[src/rtl/spi_slave_if.sv]
// SPI slave bus bundle: serial pins plus the parallel memory-side handshake.
// The slave modport is the view of the spi_slave block; master is the view of
// whatever drives the serial lines and serves reads (for example a testbench).
interface spi_slave_if;
  logic       SS_n;
  logic       MOSI;
  logic       MISO;
  logic [9:0] rx_data;
  logic       rx_valid;
  logic [7:0] tx_data;
  logic       tx_valid;

  modport slave (
    input  SS_n, MOSI, tx_data, tx_valid,
    output MISO, rx_data, rx_valid
  );

  modport master (
    output SS_n, MOSI, tx_data, tx_valid,
    input  MISO, rx_data, rx_valid
  );
endinterface

[src/rtl/spi_slave.sv]
// SPI slave with a 10-bit command/address/data frame and an 8-bit read reply.
// Frame layout: bit 9 selects write (0) or read (1). A read is two frames:
// the first carries the address (READ_ADD), the second triggers the reply
// (READ_DATA), after which the memory byte is shifted out on MISO.
// Optional feature: define SPI_TX_TIMEOUT_EN to abandon a read reply when
// tx_valid does not arrive within TIMEOUT_CYCLES clocks; without it the block
// waits for tx_valid for as long as SS_n stays low.
module spi_slave #(
  parameter int TIMEOUT_CYCLES = 8
) (
  input  logic           clk,
  input  logic           rst_n,
  spi_slave_if.slave     bus
);

  typedef enum logic [2:0] {
    IDLE,
    CHK_CMD,
    WRITE,
    READ_ADD,
    READ_DATA
  } state_t;

  // A zero timeout would make the read-reply wait meaningless.
  if (TIMEOUT_CYCLES < 1) begin : g_bad_timeout
    $error("spi_slave: TIMEOUT_CYCLES must be at least 1");
  end

  state_t     state_q, state_d;
  logic [3:0] bit_cnt_q, bit_cnt_d;
  logic [2:0] tx_cnt_q, tx_cnt_d;
  logic [7:0] tx_shift_q, tx_shift_d;
  logic       tx_busy_q, tx_busy_d;
  logic       tx_done_q, tx_done_d;
  logic [9:0] rx_data_q, rx_data_d;
  logic       rx_valid_q, rx_valid_d;
  logic       miso_q, miso_d;
  logic       rd_addr_done_q, rd_addr_done_d;

`ifdef SPI_TX_TIMEOUT_EN
  localparam int TO_W = $clog2(TIMEOUT_CYCLES + 1);
  localparam logic [TO_W-1:0] TO_LAST = TO_W'(TIMEOUT_CYCLES - 1);
  logic [TO_W-1:0] to_cnt_q, to_cnt_d;
`endif

  assign bus.MISO     = miso_q;
  assign bus.rx_data  = rx_data_q;
  assign bus.rx_valid = rx_valid_q;

  // State and datapath registers; reset is asynchronous and clears everything.
  always_ff @(posedge clk or negedge rst_n) begin
    if (!rst_n) begin
      state_q        <= IDLE;
      bit_cnt_q      <= '0;
      tx_cnt_q       <= '0;
      tx_shift_q     <= '0;
      tx_busy_q      <= 1'b0;
      tx_done_q      <= 1'b0;
      rx_data_q      <= '0;
      rx_valid_q     <= 1'b0;
      miso_q         <= 1'b0;
      rd_addr_done_q <= 1'b0;
`ifdef SPI_TX_TIMEOUT_EN
      to_cnt_q       <= '0;
`endif
    end else begin
      state_q        <= state_d;
      bit_cnt_q      <= bit_cnt_d;
      tx_cnt_q       <= tx_cnt_d;
      tx_shift_q     <= tx_shift_d;
      tx_busy_q      <= tx_busy_d;
      tx_done_q      <= tx_done_d;
      rx_data_q      <= rx_data_d;
      rx_valid_q     <= rx_valid_d;
      miso_q         <= miso_d;
      rd_addr_done_q <= rd_addr_done_d;
`ifdef SPI_TX_TIMEOUT_EN
      to_cnt_q       <= to_cnt_d;
`endif
    end
  end

  // Next state: SS_n high always returns to IDLE; the command bit picks the path.
  always_comb begin
    state_d = state_q;
    case (state_q)
      IDLE: begin
        if (!bus.SS_n) state_d = CHK_CMD;
      end
      CHK_CMD: begin
        if (bus.SS_n)           state_d = IDLE;
        else if (!bus.MOSI)     state_d = WRITE;
        else if (rd_addr_done_q) state_d = READ_DATA;
        else                    state_d = READ_ADD;
      end
      WRITE, READ_ADD, READ_DATA: begin
        if (bus.SS_n) state_d = IDLE;
      end
      default: state_d = IDLE;
    endcase
  end

  // Datapath: frame shifting, rx_valid strobe, read-reply serialisation.
  always_comb begin
    bit_cnt_d      = bit_cnt_q;
    tx_cnt_d       = tx_cnt_q;
    tx_shift_d     = tx_shift_q;
    tx_busy_d      = tx_busy_q;
    tx_done_d      = tx_done_q;
    rx_data_d      = rx_data_q;
    rx_valid_d     = 1'b0;
    miso_d         = miso_q;
    rd_addr_done_d = rd_addr_done_q;
`ifdef SPI_TX_TIMEOUT_EN
    to_cnt_d       = to_cnt_q;
`endif

    if (bus.SS_n) begin
      // Deselect wins over everything, including a 10th bit on the same edge.
      bit_cnt_d = '0;
      tx_cnt_d  = '0;
      tx_busy_d = 1'b0;
      tx_done_d = 1'b0;
      miso_d    = 1'b0;
`ifdef SPI_TX_TIMEOUT_EN
      to_cnt_d  = '0;
`endif
    end else begin
      case (state_q)
        IDLE: begin
          bit_cnt_d = '0;
          tx_cnt_d  = '0;
          tx_busy_d = 1'b0;
          tx_done_d = 1'b0;
          miso_d    = 1'b0;
        end

        CHK_CMD: begin
          rx_data_d[9] = bus.MOSI;
          bit_cnt_d    = '0;
        end

        WRITE, READ_ADD, READ_DATA: begin
          if (bit_cnt_q < 4'd9) begin
            // Still collecting the 9 bits that follow the command bit.
            rx_data_d[8:0] = {rx_data_q[7:0], bus.MOSI};
            bit_cnt_d      = bit_cnt_q + 4'd1;
            if (bit_cnt_q == 4'd8) begin
              rx_valid_d = 1'b1;
              if (state_q == READ_ADD) rd_addr_done_d = 1'b1;
            end
          end else if (state_q == READ_DATA) begin
            if (tx_busy_q) begin
              // Bits 6..0 follow the captured MSB, then MISO returns low.
              if (tx_cnt_q == 3'd7) begin
                miso_d         = 1'b0;
                tx_busy_d      = 1'b0;
                tx_done_d      = 1'b1;
                rd_addr_done_d = 1'b0;
              end else begin
                miso_d     = tx_shift_q[7];
                tx_shift_d = {tx_shift_q[6:0], 1'b0};
                tx_cnt_d   = tx_cnt_q + 3'd1;
              end
            end else if (!tx_done_q) begin
              // Waiting for the memory to present the read byte.
              if (bus.tx_valid) begin
                miso_d     = bus.tx_data[7];
                tx_shift_d = {bus.tx_data[6:0], 1'b0};
                tx_cnt_d   = '0;
                tx_busy_d  = 1'b1;
`ifdef SPI_TX_TIMEOUT_EN
              end else if (to_cnt_q == TO_LAST) begin
                tx_done_d      = 1'b1;
                rd_addr_done_d = 1'b0;
                miso_d         = 1'b0;
              end else begin
                to_cnt_d = to_cnt_q + 1'b1;
`endif
              end
            end
          end
        end

        default: begin
          miso_d = 1'b0;
        end
      endcase
    end
  end

endmodule

[src/flat_wrapper.sv]
// flat-port wrapper written by rule: the top's interface ports become plain ports
module spi_slave_flat 
#(
  parameter int TIMEOUT_CYCLES = 8
)
  (clk, rst_n, bus_SS_n, bus_MOSI, bus_tx_data, bus_tx_valid, bus_MISO, bus_rx_data, bus_rx_valid);
  spi_slave_if bus_i ();
  input  logic clk;
  input  logic rst_n;
  input wire logic [$bits(bus_i.SS_n)-1:0] bus_SS_n;
  input wire logic [$bits(bus_i.MOSI)-1:0] bus_MOSI;
  input wire logic [$bits(bus_i.tx_data)-1:0] bus_tx_data;
  input wire logic [$bits(bus_i.tx_valid)-1:0] bus_tx_valid;
  output wire logic [$bits(bus_i.MISO)-1:0] bus_MISO;
  output wire logic [$bits(bus_i.rx_data)-1:0] bus_rx_data;
  output wire logic [$bits(bus_i.rx_valid)-1:0] bus_rx_valid;
  assign bus_i.SS_n = bus_SS_n;
  assign bus_i.MOSI = bus_MOSI;
  assign bus_i.tx_data = bus_tx_data;
  assign bus_i.tx_valid = bus_tx_valid;
  assign bus_MISO = bus_i.MISO;
  assign bus_rx_data = bus_i.rx_data;
  assign bus_rx_valid = bus_i.rx_valid;
  spi_slave #(.TIMEOUT_CYCLES(TIMEOUT_CYCLES)) u_core (.clk(clk), .rst_n(rst_n), .bus(bus_i));
endmodule
[config.mk]
export PLATFORM = sky130hd
export DESIGN_NAME = spi_slave_flat
export DESIGN_NICKNAME = d
export VERILOG_FILES = /design/src/rtl/spi_slave_if.sv /design/src/rtl/spi_slave.sv /design/src/flat_wrapper.sv
export SDC_FILE = /design/constraint.sdc
export NUM_CORES = 1
export LEC_CHECK = 0
export ABC_CLOCK_PERIOD_IN_PS = 2200
export CAP_MARGIN = 20
export CORE_MARGIN = 5
export CORE_UTILIZATION = 50
export CTS_CLUSTER_DIAMETER = 50
export DETAILED_ROUTE_END_ITERATION = 10
export PLACE_DENSITY = 0.75
export SYNTH_ARGS = -nofsm -noshare
export SYNTH_HDL_FRONTEND = slang
export SYNTH_SLANG_ARGS = --single-unit
[constraint.sdc]
create_clock -name clk -period 2.2 [get_ports clk]
set_input_delay 0.44 -clock clk [delete_from_list [all_inputs] [get_ports clk]]
set_output_delay 0.44 -clock clk [all_outputs]
set_load 0.03 [all_outputs]
==> results of run 1 <==
[sequential cells by signal, summed over array words and instances, names as in the netlist]
name	count
u_core.bus.MISO	1
u_core.tx_busy_q	1
u_core.bus.rx_data	10
u_core.bus.rx_valid	1
u_core.state_q	3
u_core.tx_cnt_q	3
u_core.tx_done_q	1
u_core.bit_cnt_q	4
u_core.rd_addr_done_q	1
u_core.tx_shift_q	7
[how the worst min path moves through the flow]
stage | startpoint | endpoint | slack, ps | cells after the start
3_3_place_gp | u_core.tx_cnt_q[1] | u_core.tx_cnt_q[1] | 480 | 1
2_1_floorplan | rst_n | u_core.bit_cnt_q[0] | 140 | 0
4_1_cts | rst_n | u_core.bus.rx_data[9] | 500 | 2
6_report | rst_n | u_core.bus.rx_valid | 490 | 2
3_5_place_dp | u_core.bus.MISO | u_core.bus.MISO | 480 | 1
5_1_grt | rst_n | u_core.bus.rx_valid | 510 | 2
[logic make-up after synthesis]
kind of cell	Yosys count	synth area share [%]
flops	32	50.5
compound gates	29	14.0
simple gates	27	9.86
mux	23	16.2
buf+inv	18	4.97
fa+ha+maj	5	3.94
xor+xnor	1	0.552
[stage by stage]
stage               power [uW]  worst slack, ps  setup TNS, ps  util (%)
global route              1700              115              0      64.5
CTS                       1620              221              0      64.5
global placement          1250            -95.8           -638      62.6
finish                    1600              228              0      64.5
floorplan                 1020              314              0         -
detailed placement        1260             -121           -783      62.6
[per-layer routing]
layer	vias to the layer above	wire length [microns]	global-route usage, %	share of wire (%)
met2	20	1540	27.4	50
met4	0	49	6.85	1.6
met1	547	1340	20.3	44
met3	5	143	5.10	4.7
met5	-	0	0	0
li1	551	-	-	-
[placed cells by master, fill, tap and decap left out, drive strengths merged, types with 2 or more instances in the layout]
| cell type | n |
|---|---|
| dfrtp | 32 |
| clkdlybuf4s50 | 24 |
| mux2 | 21 |
| inv | 11 |
| buf | 9 |
| clkbuf | 8 |
| nand2 | 6 |
| nor2 | 6 |
| ha | 5 |
| nand2b | 5 |
| o21ai | 4 |
| a2bb2oi | 3 |
| a21oi | 3 |
| a32o | 3 |
| nor3 | 3 |
| mux2i | 2 |
| a221oi | 2 |
| a22o | 2 |
| o31ai | 2 |
[layout make-up]
type	count	area, sq um	share of cell area (%)
multi-input cells	85	707	35.9
repair buffers	33	308	15.6
flip-flops and latches	32	801	40.6
inverters	11	41.3	2.10
well taps	44	55.1	2.79
clock buffers	8	58.8	2.98
[where the power goes]
group          internal [uW]  switching, uW
Clock                    158            195
Combinational            239            270
Sequential               673           62.6
Total                   1070            527
==> key figures, run 1 <==
Timing
  – Pins Over Slew Limit: 0
  – Slew HR: 72.0%
  – Fin crit period: 1970 ps
  – RSZ-0062 raised after global routing: no
  – Final hold violations: 0
  – Hold WS: 490 ps
  – Worst-Margin Slew: 416 ps
  – Max Freq: 507 MHz
  – Clock Skew: 4.86 ps
  – Count of final setup violators: 0
  – Tcrit/Tclk final: 89.6%

Placement
  – Dpl cells: 205
  – Area post-placement: 1910 sq um
  – Post-DP HPWL: 2280 microns
  – I/O Buffers: 24
  – Gpl congestion: 0.891

Worst setup path
  – CP startpoint kind: primary input
  – CP peak stage delay: 470 ps
  – Worst path slowest cell: clkdlybuf4s50_1
  – R2R Path End: u_core.tx_shift_q[3]
  – Reg2reg path depth: 6
  – Critical path class: primary input to flip-flop
  – CP Depth: 5
  – Setup crit end: u_core.tx_shift_q[3]
  – CP arrival: 2190 ps
  – CP Capture Type: flip-flop
  – Worst reg2reg setup slack: 240 ps
  – Reg-to-reg critical path startpoint: u_core.tx_cnt_q[0]
  – Source of the critical timing path: bus_tx_valid
  – Largest fanout on the critical path: 7
  – Worst Path Required: 2420 ps
  – Crit-path cells: clkdlybuf4s50_1 > or3b_1 > and2_4 > nor3_4 > mux2_2
  – Top cell family by delay on the critical path: simple AND/OR/NAND/NOR gates
  – Worst Path Buf+Inv: 1

Global routing
  – Global-route wire length before repair: 5550 microns
  – Pin count of the biggest net entering global routing: 33
  – GRT Util Overall: 16.7%
  – Vias in the first global route: 1,204
  – Overflow after GRT: 0
  – Initial antenna violation count: 0

Synthesis
  – Mapped cell area: 1590 sq um
  – Post-synth EDFFs: 0
  – Biggest area consumer among synthesized cells: dfrtp_1
  – FFs w/ async S/R, synth: 100%
  – #FFs+latches synth: 32
  – Leading cell type by number of instances after synthesis: dfrtp_1
  – Commonest cells in the netlist: 32 x dfrtp_1, 21 x mux2_2, 11 x inv_1
  – Ranking of synthesized cells by area: dfrtp_1 50%, mux2_2 15%, ha_1 3.9%
  – Area share of the largest cell type after synthesis: 50.5%
  – Synthesized area per cell: 11.8 sq um
  – Mapped Nets: 153
  – Ys Warns: 0
  – Sequential share of the synthesized area: 50.5%
  – Dominant synthesized flop cell: dfrtp_1
  – Post-synthesis cell count: 135
  – Count of different cell masters after synthesis: 39

CTS
  – Clk Latency, worst-skew pair: 330 ps
  – H-tree levels: 2
  – Hold buffer count at cts: 0
  – Clock buffer depth: 2
  – CTS tree: done
  – Clk root buf: clkbuf_4
  – Total clock sinks: 32
  – TritonCTS Buffers: 5
  – Post-CTS Setup Inserts: 0
  – Post-CTS sizing: 0
  – Clock Pin Slew Worst Setup and Hold Paths: 100 ps

Die
  – # rows: 20
  – Core Box Area: 3050 sq um
  – IO Count: 25
  – Initial core utilization: 52.0%
  – DIE WIDTH: 66.3 microns
  – Die Height: 66.3 microns
  – Die area: 4400 sq um

Routing
  – Routed Antenna Nets: 0
  – First-pass DRT Iterations: 4
  – Post-Route WL: 3080 microns
  – Number of vias in the routed layout: 1,123
  – Routed length per instance: 14.4 microns
  – Routed vias/inst: 5.27
  – Initial DRC Count: 62
  – DRC viols: 0

Power and ir drop
  – Leakage power total: 0.000875 uW
  – Pwr dens: 810 nW/um^2
  – Max VDD drop: 735 uV

Final layout
  – Finished Cell Area: 1970 sq um
  – Layout cell share with drive strength beyond 1: 23.7%
  – # nets final: 186
  – # diodes: 0
  – Syn-to-layout area delta: 24.2%
  – Non-Filler Instances: 213
  – Fillers: 274

Job
  – # Max-Cap Violations: 0

Status
  – Status: completed

Hold path
  – Worst min path class: primary input to async pin
Power figures use the tool's default switching activity.
==> inputs of run 2 (changes only) <==
--- a/config.mk
+++ b/config.mk
@@ -6,7 +6,7 @@
 export NUM_CORES = 1
 export LEC_CHECK = 0
 export ABC_CLOCK_PERIOD_IN_PS = 2200
-export CAP_MARGIN = 20
+export CAP_MARGIN = 10
 export CORE_MARGIN = 5
 export CORE_UTILIZATION = 50
 export CTS_CLUSTER_DIAMETER = 50
==> results of run 2 <==
Final layout, timing and power as in run 1 (identical DEF).
==> inputs of run 3 (changes only) <==
--- a/config.mk
+++ b/config.mk
@@ -5,7 +5,6 @@
 export SDC_FILE = /design/constraint.sdc
 export NUM_CORES = 1
 export LEC_CHECK = 0
-export ABC_CLOCK_PERIOD_IN_PS = 2200
 export CAP_MARGIN = 10
 export CORE_MARGIN = 5
 export CORE_UTILIZATION = 50
==> results of run 3 <==
Final layout, timing and power as in run 1 (identical DEF).
